`src/rtl/regfile_pkg.sv`:
```
// Shared register-file types and defaults, also imported by the decode stage.
package regfile_pkg;

   typedef enum logic {RF_IDLE, RF_CLEAR} rf_state_t;

   localparam int RF_ZERO_REG = 0;
   localparam int DEF_DATA_W  = 16;
   localparam int DEF_DEPTH   = 32;

endpackage

```
`src/rtl/regfile_scoreboard.sv`:
```
// Per-register pending-write flags with set/clear/sweep updates and
// combinational lookups for each read port.
module regfile_scoreboard
   import regfile_pkg::*;
#(
   parameter int DEPTH  = DEF_DEPTH,
   parameter int NUM_RD = 2,
   parameter int ADDR_W = $clog2(DEPTH)
) (
   input  logic                     clk,
   input  logic                     reset,
   input  logic                     set_en,
   input  logic [ADDR_W-1:0]        set_addr,
   input  logic                     clr_en,
   input  logic [ADDR_W-1:0]        clr_addr,
   input  logic                     sweep_en,
   input  logic [ADDR_W-1:0]        sweep_addr,
   input  logic [NUM_RD*ADDR_W-1:0] lookup_addr,
   output logic [NUM_RD-1:0]        lookup_busy
);

   logic [DEPTH-1:0] busy;

   // Set is applied last so a reservation beats a same-cycle write to that register.
   always_ff @(posedge clk or negedge reset) begin
      if (!reset) begin
         busy <= '0;
      end else begin
         if (sweep_en)
            busy[sweep_addr] <= 1'b0;
         if (clr_en)
            busy[clr_addr] <= 1'b0;
         if (set_en)
            busy[set_addr] <= 1'b1;
      end
   end

   for (genvar i = 0; i < NUM_RD; i++) begin : g_lookup
      assign lookup_busy[i] = busy[lookup_addr[i*ADDR_W +: ADDR_W]];
   end

endmodule

```
`src/rtl/regfile_sb.sv`:
```
// Parametrised register file with zero register, write-to-read bypass,
// pending-write scoreboard and a sweeping clear sequencer.
module regfile_sb
   import regfile_pkg::*;
#(
   parameter int DATA_W = DEF_DATA_W,
   parameter int DEPTH  = DEF_DEPTH,
   parameter int NUM_RD = 2,
   localparam int ADDR_W = $clog2(DEPTH)
) (
   input  logic                     clk,
   input  logic                     reset,
   input  logic [NUM_RD-1:0]        rd_en,
   input  logic [NUM_RD*ADDR_W-1:0] rd_addr,
   output logic [NUM_RD*DATA_W-1:0] rd_data,
   output logic [NUM_RD-1:0]        rd_busy,
   input  logic                     wr_en,
   input  logic [ADDR_W-1:0]        wr_addr,
   input  logic [DATA_W-1:0]        wr_data,
   input  logic                     rsv_en,
   input  logic [ADDR_W-1:0]        rsv_addr,
   input  logic                     clr_req,
   output logic                     ready
);

   localparam logic [ADDR_W-1:0] ZERO_ADDR = ADDR_W'(RF_ZERO_REG);
   localparam logic [ADDR_W-1:0] LAST_ADDR = ADDR_W'(DEPTH - 1);

   rf_state_t         state;
   logic [ADDR_W-1:0] ptr;
   logic [DATA_W-1:0] mem [DEPTH];
   logic [NUM_RD-1:0] sb_busy;
   logic              wr_ok;
   logic              rsv_ok;
   logic              sweeping;

   assign wr_ok    = wr_en  && ready && (wr_addr  != ZERO_ADDR);
   assign rsv_ok   = rsv_en && ready && (rsv_addr != ZERO_ADDR);
   assign sweeping = (state == RF_CLEAR);

   // Sweep starts at 1 since register 0 never holds data; ready is registered with the state.
   always_ff @(posedge clk or negedge reset) begin
      if (!reset) begin
         state <= RF_IDLE;
         ptr   <= '0;
         ready <= 1'b1;
      end else begin
         case (state)
            RF_IDLE: begin
               if (clr_req) begin
                  state <= RF_CLEAR;
                  ptr   <= ADDR_W'(1);
                  ready <= 1'b0;
               end
            end
            RF_CLEAR: begin
               if (ptr == LAST_ADDR) begin
                  state <= RF_IDLE;
                  ready <= 1'b1;
               end else begin
                  ptr <= ptr + ADDR_W'(1);
               end
            end
            default: begin
               state <= RF_IDLE;
               ready <= 1'b1;
            end
         endcase
      end
   end

   always_ff @(posedge clk or negedge reset) begin
      if (!reset) begin
         for (int k = 0; k < DEPTH; k++)
            mem[k] <= '0;
      end else if (sweeping) begin
         mem[ptr] <= '0;
      end else if (wr_ok) begin
         mem[wr_addr] <= wr_data;
      end
   end

   regfile_scoreboard #(
      .DEPTH  (DEPTH),
      .NUM_RD (NUM_RD),
      .ADDR_W (ADDR_W)
   ) u_scoreboard (
      .clk         (clk),
      .reset       (reset),
      .set_en      (rsv_ok),
      .set_addr    (rsv_addr),
      .clr_en      (wr_ok),
      .clr_addr    (wr_addr),
      .sweep_en    (sweeping),
      .sweep_addr  (ptr),
      .lookup_addr (rd_addr),
      .lookup_busy (sb_busy)
   );

   // A same-cycle accepted write is forwarded and is never reported busy.
   for (genvar i = 0; i < NUM_RD; i++) begin : g_rd
      logic [ADDR_W-1:0] addr;
      logic              live;
      logic              hit;
      assign addr = rd_addr[i*ADDR_W +: ADDR_W];
      assign live = rd_en[i] && (addr != ZERO_ADDR);
      assign hit  = wr_ok && (wr_addr == addr);
      assign rd_data[i*DATA_W +: DATA_W] = !live ? '0 : (hit ? wr_data : mem[addr]);
      assign rd_busy[i] = live && !hit && sb_busy[i];
   end

endmodule

```
`config.mk`:
```
export PLATFORM = sky130hd
export DESIGN_NAME = regfile_sb
export DESIGN_NICKNAME = d
export VERILOG_FILES = /design/src/rtl/regfile_pkg.sv /design/src/rtl/regfile_scoreboard.sv /design/src/rtl/regfile_sb.sv
export SDC_FILE = /design/constraint.sdc
export NUM_CORES = 2
export LEC_CHECK = 0
export CAP_MARGIN = 25
export CORE_MARGIN = 2
export CORE_UTILIZATION = 36
export CTS_BUF_LIST = sky130_fd_sc_hd__clkbuf_8
export DETAILED_ROUTE_END_ITERATION = 16
export GPL_TIMING_DRIVEN = 0
export PLACE_DENSITY_LB_ADDON = 0.05
export SETUP_SLACK_MARGIN = 0.02
export SLEW_MARGIN = 30
export SYNTH_ARGS = -nofsm -noshare
export SYNTH_HDL_FRONTEND = slang
export SYNTH_SLANG_ARGS = --single-unit
```
`constraint.sdc`:
```
create_clock -name clk -period 5.6 [get_ports clk]
set_input_delay 1.12 -clock clk [delete_from_list [all_inputs] [get_ports clk]]
set_output_delay 1.12 -clock clk [all_outputs]
set_load 0.05 [all_outputs]
```
# Word level (Yosys, flattened, before mapping)
# Cells that the tools add are included.
# classes
addsub	1
mul	0
n_div	0
order_cmp	14
n_eq_ne	6
shift	0
n_mux	39
n_bitwise	12
reduce_logical	26
# ops
op	count
512-bit two-way mux	2
512-bit AND	1
512-bit bitwise mux	1
512-bit inverter	1
16-bit binary-select mux with 5-bit select	2
16-bit demux with 5-bit select	2
16-bit two-way mux	10
32-bit two-way mux	3
32-bit AND	2
32-bit inverter	2
32-bit OR	1
5-bit by 6-bit less-than comparator with 1-bit output (second input constant)	5
6-bit >= comparator (second input constant)	4
5-bit inverter with 6-bit output	4
5-bit nonzero test	4
1-bit logical AND	17
1-bit demux with 5-bit select	3
5-bit by 1-bit >= comparator with 1-bit output (second input constant)	3
6-bit by 1-bit less-than comparator with 1-bit output (second input constant)	2
1-bit binary-select mux with 5-bit select	2
5-bit equality test	2
5-bit two-way mux	2
5-bit case mux with 2 select lines	1
1-bit two-way mux	9
other kinds (9)	13
# totals
reg_bits	551
latch_bits	0
ram_bits	0
romBits	0
inputBits	43
output_inout_bits	35
word_cells	134
mem_count	0

# Logic depth before layout (Yosys ltp)
# logic_depth
word_depth	11
ltp_mapped	10
depth_no_buf	7

# By module
# From an unflattened synthesis, not the netlist that was laid out.
# unflattened
cells_unflattened	2888
area_unflattened_um2	30979.7
# modules_own_cells
mod	instances	cells_per_inst	area_per_inst_um2	seq_area_each_um2
regfile_sb	1	2640	28668.7	12988.7
regfile_scoreboard	1	248	2311.0	800.8

# Worst setup path before layout
# No wires, ideal clock.
# synth_path
path_kind	input-to-output
startpoint	input rd_addr[7]
endpoint	output rd_data[16]
arrival_time_ns	3.543
t_required_ns	4.480
slack_ns	0.937
path_stages	7
path_buffers	3
cell_sequence	buf_2 > or3b_2 > clkbuf_1 > buf_1 > o221ai_1 > a221oi_1 > o31ai_1
# synth_via
elab_chain_len	6
word_cells_on_any_way	10
cone_classes	eq/ne: 1; mux: 5; bitwise: 1; reduce/logical: 3
# synth_rtl
element	line	text
start, declared	regfile_sb.sv:14	input logic [NUM_RD*ADDR_W-1:0] rd_addr,
5-bit inverter with 6-bit output (not written as such)	regfile_sb.sv:108	assign rd_data[i*DATA_W +: DATA_W] = !live ? '0 : (hit ? wr_data : mem[addr]);
16-bit binary-select mux with 5-bit select	regfile_sb.sv:108	
16-bit two-way mux (not written as such) (2 in series)	regfile_sb.sv:108	
16-bit two-way mux	regfile_sb.sv:108	
16-bit two-way mux (*)	regfile_sb.sv:108	
end, declared	regfile_sb.sv:15	output logic [NUM_RD*DATA_W-1:0] rd_data,
# Every way passes the cells marked *; elsewhere a longest branch is shown, timed or not. The select of a mux whose other input is x is not followed.

# Worst setup path in the final report
# layout_path
startpoint	input rd_addr[2]
endpoint	output rd_busy[0]
# layout_via
elab_chain_len	5
word_cells_on_any_way	9
cone_classes	eq/ne: 1; mux: 2; reduce/logical: 6
# layout_rtl
element	line	text
parallel branches: the longest is 4 deep, another holds 1-bit binary-select mux with 5-bit select	-	
1-bit logical AND (*)	regfile_sb.sv:109	assign rd_busy[i] = live && !hit && sb_busy[i];
end, declared	regfile_sb.sv:16	output logic [NUM_RD-1:0] rd_busy,
# Every way passes the cells marked *. The select of a mux whose other input is x is not followed.

==> results <==
- Clock tree synthesis selected as its root buffer the cell clkbuf_8.
- The average instance in the mapped netlist occupies 10.6 sq um.
- The clock-pin slew of the registers on the worst-case setup and hold paths is 0.07 ns.
- The number of buffers added for setup after CTS is 0.
- The part of the power in the clock network is 0.240.
- The die outline height is 316 microns.
- The flow ran to the end, but the final reports show violations.
- Setup repair after global routing left no endpoint under its margin.
- Counting flops with a built-in enable in the synthesized netlist gives 0.
- The initial utilization of the core area, before any placement, comes to 0.363.
- The total of endpoints with negative setup slack in the final report is 12.
- The number of pins with negative max-slew slack in the final report is 0.
- The total overflow left after global routing is 0.
- The synthesized netlist net count is 3350.
- The sequential cell fraction of total power is 0.392.
- Dividing the final minimum period by the clock period gives 1.02.
- During synthesis, Yosys emitted a total of 0 warnings.
- TritonCTS built the clock tree.
- The total die area is 99800 sq um.
- Of the synthesized area, sequential elements account for 0.394.
- The final hold violation count came to 0.
- The utilization of the core after routing is 0.416.
- The placeable core region is 96600 sq um.
- The initial antenna violation count is 12.
- The worst-case IR drop observed on VDD is 0.166 mV.
- STA classifies the critical path startpoint as a primary input.
- The number of nets in the final layout is 3528.
- The internal power of the cells is 0.00984 W.
- The clock reaches the later pin of the worst-skew pair after 0.82 ns.
- The mean number of vias per cell is 6.52.
- After detailed placement, the design holds a cell count of 4646.
- STA puts the critical path data required time at 4.48 ns.
- The final critical-path setup slack is -0.0845 ns.
- Power spread over the standard cell area amounts to 433 nW/um^2.
- The maximum number of buffers from clock root to sink is 3.
- For this run, the leading register cell type out of synthesis is dfrtp_1.
- The critical-path maximum fanout is 10.
- Before antenna repair, the detailed router went through 8 iterations.
- Input and output buffers added on the ports amount to 47.
- After layout, the minimum clock period comes to 5.68 ns.
- Setup total negative slack on the finished layout was measured at -0.471 ns.
- The finished layout holds 4843 standard cells, fillers aside.
- The number of CTS-inserted buffers is 108.
- The actual transition at the worst max-transition pin is 1.15 ns.
- The share of post-route cells with drive strength above 1 is 0.202.
- The vias after detailed routing is 31557.
- The register bit count reported by yosys is 551.
- The clock skew is 0.0518 ns.
- The critical path data arrival time is 4.56 ns.
- The total track usage is 0.373.
- The post-synthesis cell area is 35000 sq um.
- For this design the static power due to leakage is 17.5 nW.
- The worst setup path is captured at an output port.
- From synthesis to final layout, the design area changed by 14.7%.
- The checks that failed: setup timing.
- The placer's final routability congestion estimate is 1.06.
- The horizontal die dimension is 316 microns.
- Across all hold checks on the routed design, the worst slack comes to 0.194 ns.
- The HPWL after detailed placement is 137000 microns.
- The first routing iteration left 4383 violations.
- The worst slew slack as a fraction of its limit is 0.235.
- The share of total power dissipated in combinational logic is 0.368.
- After detailed placement, the total cell area comes to 37700 sq um.
- Entering global routing, the biggest net connects 78 pins.
- The class of the worst hold path is primary input to asynchronous set/reset pin.
- The cell count after synthesis is 3302.
- The number of distinct library cell variants in the gate-level netlist after synthesis is 66.
- In this run the core area contains 114 standard-cell rows.
- The final layout contains routed wiring with a total length of 187000 microns.
- In the final routed layout, each cell accounts on average for 38.6 microns.
- The total non-filler cell area in the finished layout is 40200 sq um.
- Across the run, the number of max-cap violations was 0.
- For this design, the CTS-stage hold fixing added 0 buffers.
- The critical setup path kind is primary input to output port.
- Based on the critical path, the design can be clocked at up to 176 MHz.
- The via count of the first global-routing pass was 30103.
- The top-level port count is 78.
- The CTS H-tree depth is 3.
- The share of async-settable or async-resettable flops after synthesis is 1.00.
- For this design the total switching power over the nets is 0.00757 W.
- After detailed routing, the number of remaining DRC violations is 0.
- The wire length of the first global-routing pass is 254000 microns.
- The switching share of power is 0.435.
- The detail route stage leaves a number of antenna-violating nets equal to 0.
- The clock drives 551 sinks.
[per-stage QoR]
step           setup slack [ns]  total power [W]
2_1_floorplan             0.937           0.0101
3_3_place_gp             -23.13           0.0126
3_5_place_dp              -1.39           0.0130
4_1_cts                  0.0222           0.0171
5_1_grt                  0.0264           0.0181
6_report                -0.0845           0.0174
[registers in the layout, indices dropped and copies added (netlist names)]
register and count:
u_scoreboard.busy 32, state 1, ptr 5, mem 512
ready 1
[final cells by class]
class,instances,area [sq um]
Clock inverter,55,243
Timing Repair Buffer,68,973
Inverter,7,26.3
Fill cell,9326,56400
Tap cell,1276,1600
Buffer,336,1800
Antenna cell,6,15.0
Clock buffer,136,1870
Sequential cell,551,13800
Multi-Input combinational cell,2408,19900
[cells by family after synthesis]
group | after synthesis | synth area share
xor gates and xnor gates | 13 | 0.00325
buffers and inverters | 343 | 0.0485
muxes | 874 | 0.327
AOI/OAI and AO/OA | 797 | 0.134
and+or+nand+nor | 719 | 0.0912
DFF | 551 | 0.394
adders and majority gates | 5 | 0.00179
[critical path, cell delays in order]
cell and delay (ns):
clkdlybuf4s50_1 0.55, buf_4 0.29, buf_4 0.27, nor2_1 0.41, buf_2 0.48, a22oi_1 0.13
a31oi_1 0.35, a21oi_1 0.14, nor2_1 0.36, clkdlybuf4s15_2 0.43
[Yosys cell counts, types with 5 or more instances]
| cell type | instances | share of area |
|---|---|---|
| mux2i_1 | 626 | 0.18 |
| dfrtp_1 | 550 | 0.39 |
| nand2_1 | 544 | 0.058 |
| o21ai_0 | 528 | 0.075 |
| mux4_2 | 201 | 0.13 |
| clkbuf_1 | 193 | 0.021 |
| buf_2 | 77 | 0.011 |
| buf_4 | 43 | 0.0092 |
| mux2_2 | 37 | 0.012 |
| nand3_1 | 37 | 0.0053 |
| o22ai_1 | 35 | 0.0063 |
| o221ai_1 | 32 | 0.0080 |
| nor2_1 | 31 | 0.0033 |
| a21boi_1 | 28 | 0.0060 |
| nor2b_1 | 26 | 0.0046 |
| a221oi_1 | 25 | 0.0063 |
| o31ai_1 | 24 | 0.0051 |
| a21oi_1 | 20 | 0.0029 |
| a2111oi_0 | 19 | 0.0048 |
| buf_6 | 15 | 0.0048 |
| a22oi_1 | 14 | 0.0030 |
| a22o_1 | 13 | 0.0033 |
| o211ai_1 | 11 | 0.0024 |
| xor2_1 | 11 | 0.0028 |
| a211oi_1 | 10 | 0.0021 |
| a32o_1 | 10 | 0.0029 |
| nor2_4 | 10 | 0.0032 |
| nand3b_1 | 9 | 0.0019 |
| o21ai_1 | 9 | 0.0013 |
| mux4_1 | 8 | 0.0060 |
| nand2b_1 | 7 | 0.0013 |
| nor3_1 | 7 | 0.0010 |
| and2_1 | 6 | 0.0011 |
| inv_1 | 6 | 0.00064 |
| nor2_8 | 6 | 0.0034 |
| nor3b_1 | 6 | 0.0013 |
| a31o_2 | 5 | 0.0013 |
| a31oi_1 | 5 | 0.00089 |
| ha_1 | 5 | 0.0018 |
| or3b_2 | 5 | 0.0013 |
[cell usage in the layout (no fill, tap or decap), types with 11 or more instances in the layout]
cell type | netlist | layout
a221oi_1 | 25 | 22
nor2_1 | 31 | 30
a21oi_1 | 20 | 20
o211ai_1 | 11 | 11
mux2i_1 | 626 | 621
a22oi_1 | 14 | 14
clkdlybuf4s15_2 | 0 | 15
clkbuf_1 | 193 | 134
dfrtp_1 | 550 | 550
clkinv_2 | 0 | 12
mux2_2 | 37 | 37
o21ai_0 | 528 | 528
inv_1 | 6 | 44
xor2_1 | 11 | 11
o31ai_1 | 24 | 14
mux4_2 | 201 | 201
nor2b_1 | 26 | 24
buf_2 | 77 | 69
a21boi_1 | 28 | 24
clkbuf_2 | 0 | 62
a22o_1 | 13 | 13
buf_6 | 15 | 16
o22ai_1 | 35 | 32
o221ai_1 | 32 | 29
buf_4 | 43 | 55
clkbuf_8 | 0 | 136
buf_16 | 0 | 18
nand2_1 | 544 | 544
nand3_1 | 37 | 37
[final timing paths]
check / startpoint / endpoint / slack, ns / cells after the start
min: reset / mem[170] / 0.19 / 1
max in group asynchronous: reset / mem[369] / 3.54 / 5
max reg2reg: ready / mem[447] / 2.01 / 7
min reg2reg: mem[281] / mem[281] / 0.53 / 2
min in group clk: mem[281] / mem[281] / 0.53 / 2
max: rd_addr[2] / rd_busy[0] / -0.08 / 10
[power groups by stage]
stage	clock network [W]	logic, W	registers [W]
6_report	0.00417	0.00641	0.00683
5_1_grt	0.00438	0.00677	0.00698
4_1_cts	0.00420	0.00620	0.00675
3_5_place_dp	0	0.00614	0.00681
3_3_place_gp	0	0.00593	0.00671
2_1_floorplan	0	0.00386	0.00625
[metal layers]
| layer | track usage | part of all wire | up-vias |
|---|---|---|---|
| met4 | 0.209 | 0.064 | 10 |
| li1 | - | - | 12604 |
| met2 | 0.521 | 0.41 | 2072 |
| met3 | 0.116 | 0.12 | 433 |
| met5 | 0 | 0.00035 | - |
| met1 | 0.511 | 0.41 | 16438 |
[what timing repair did]
| item | 4_1_cts | 5_1_grt |
|---|---|---|
| resized for setup | 161 | 32 |
| pin swaps | 0 | 0 |
| setup endpoints to repair | 34 | 19 |
Note: power is estimated with default switching activity, not from simulation.
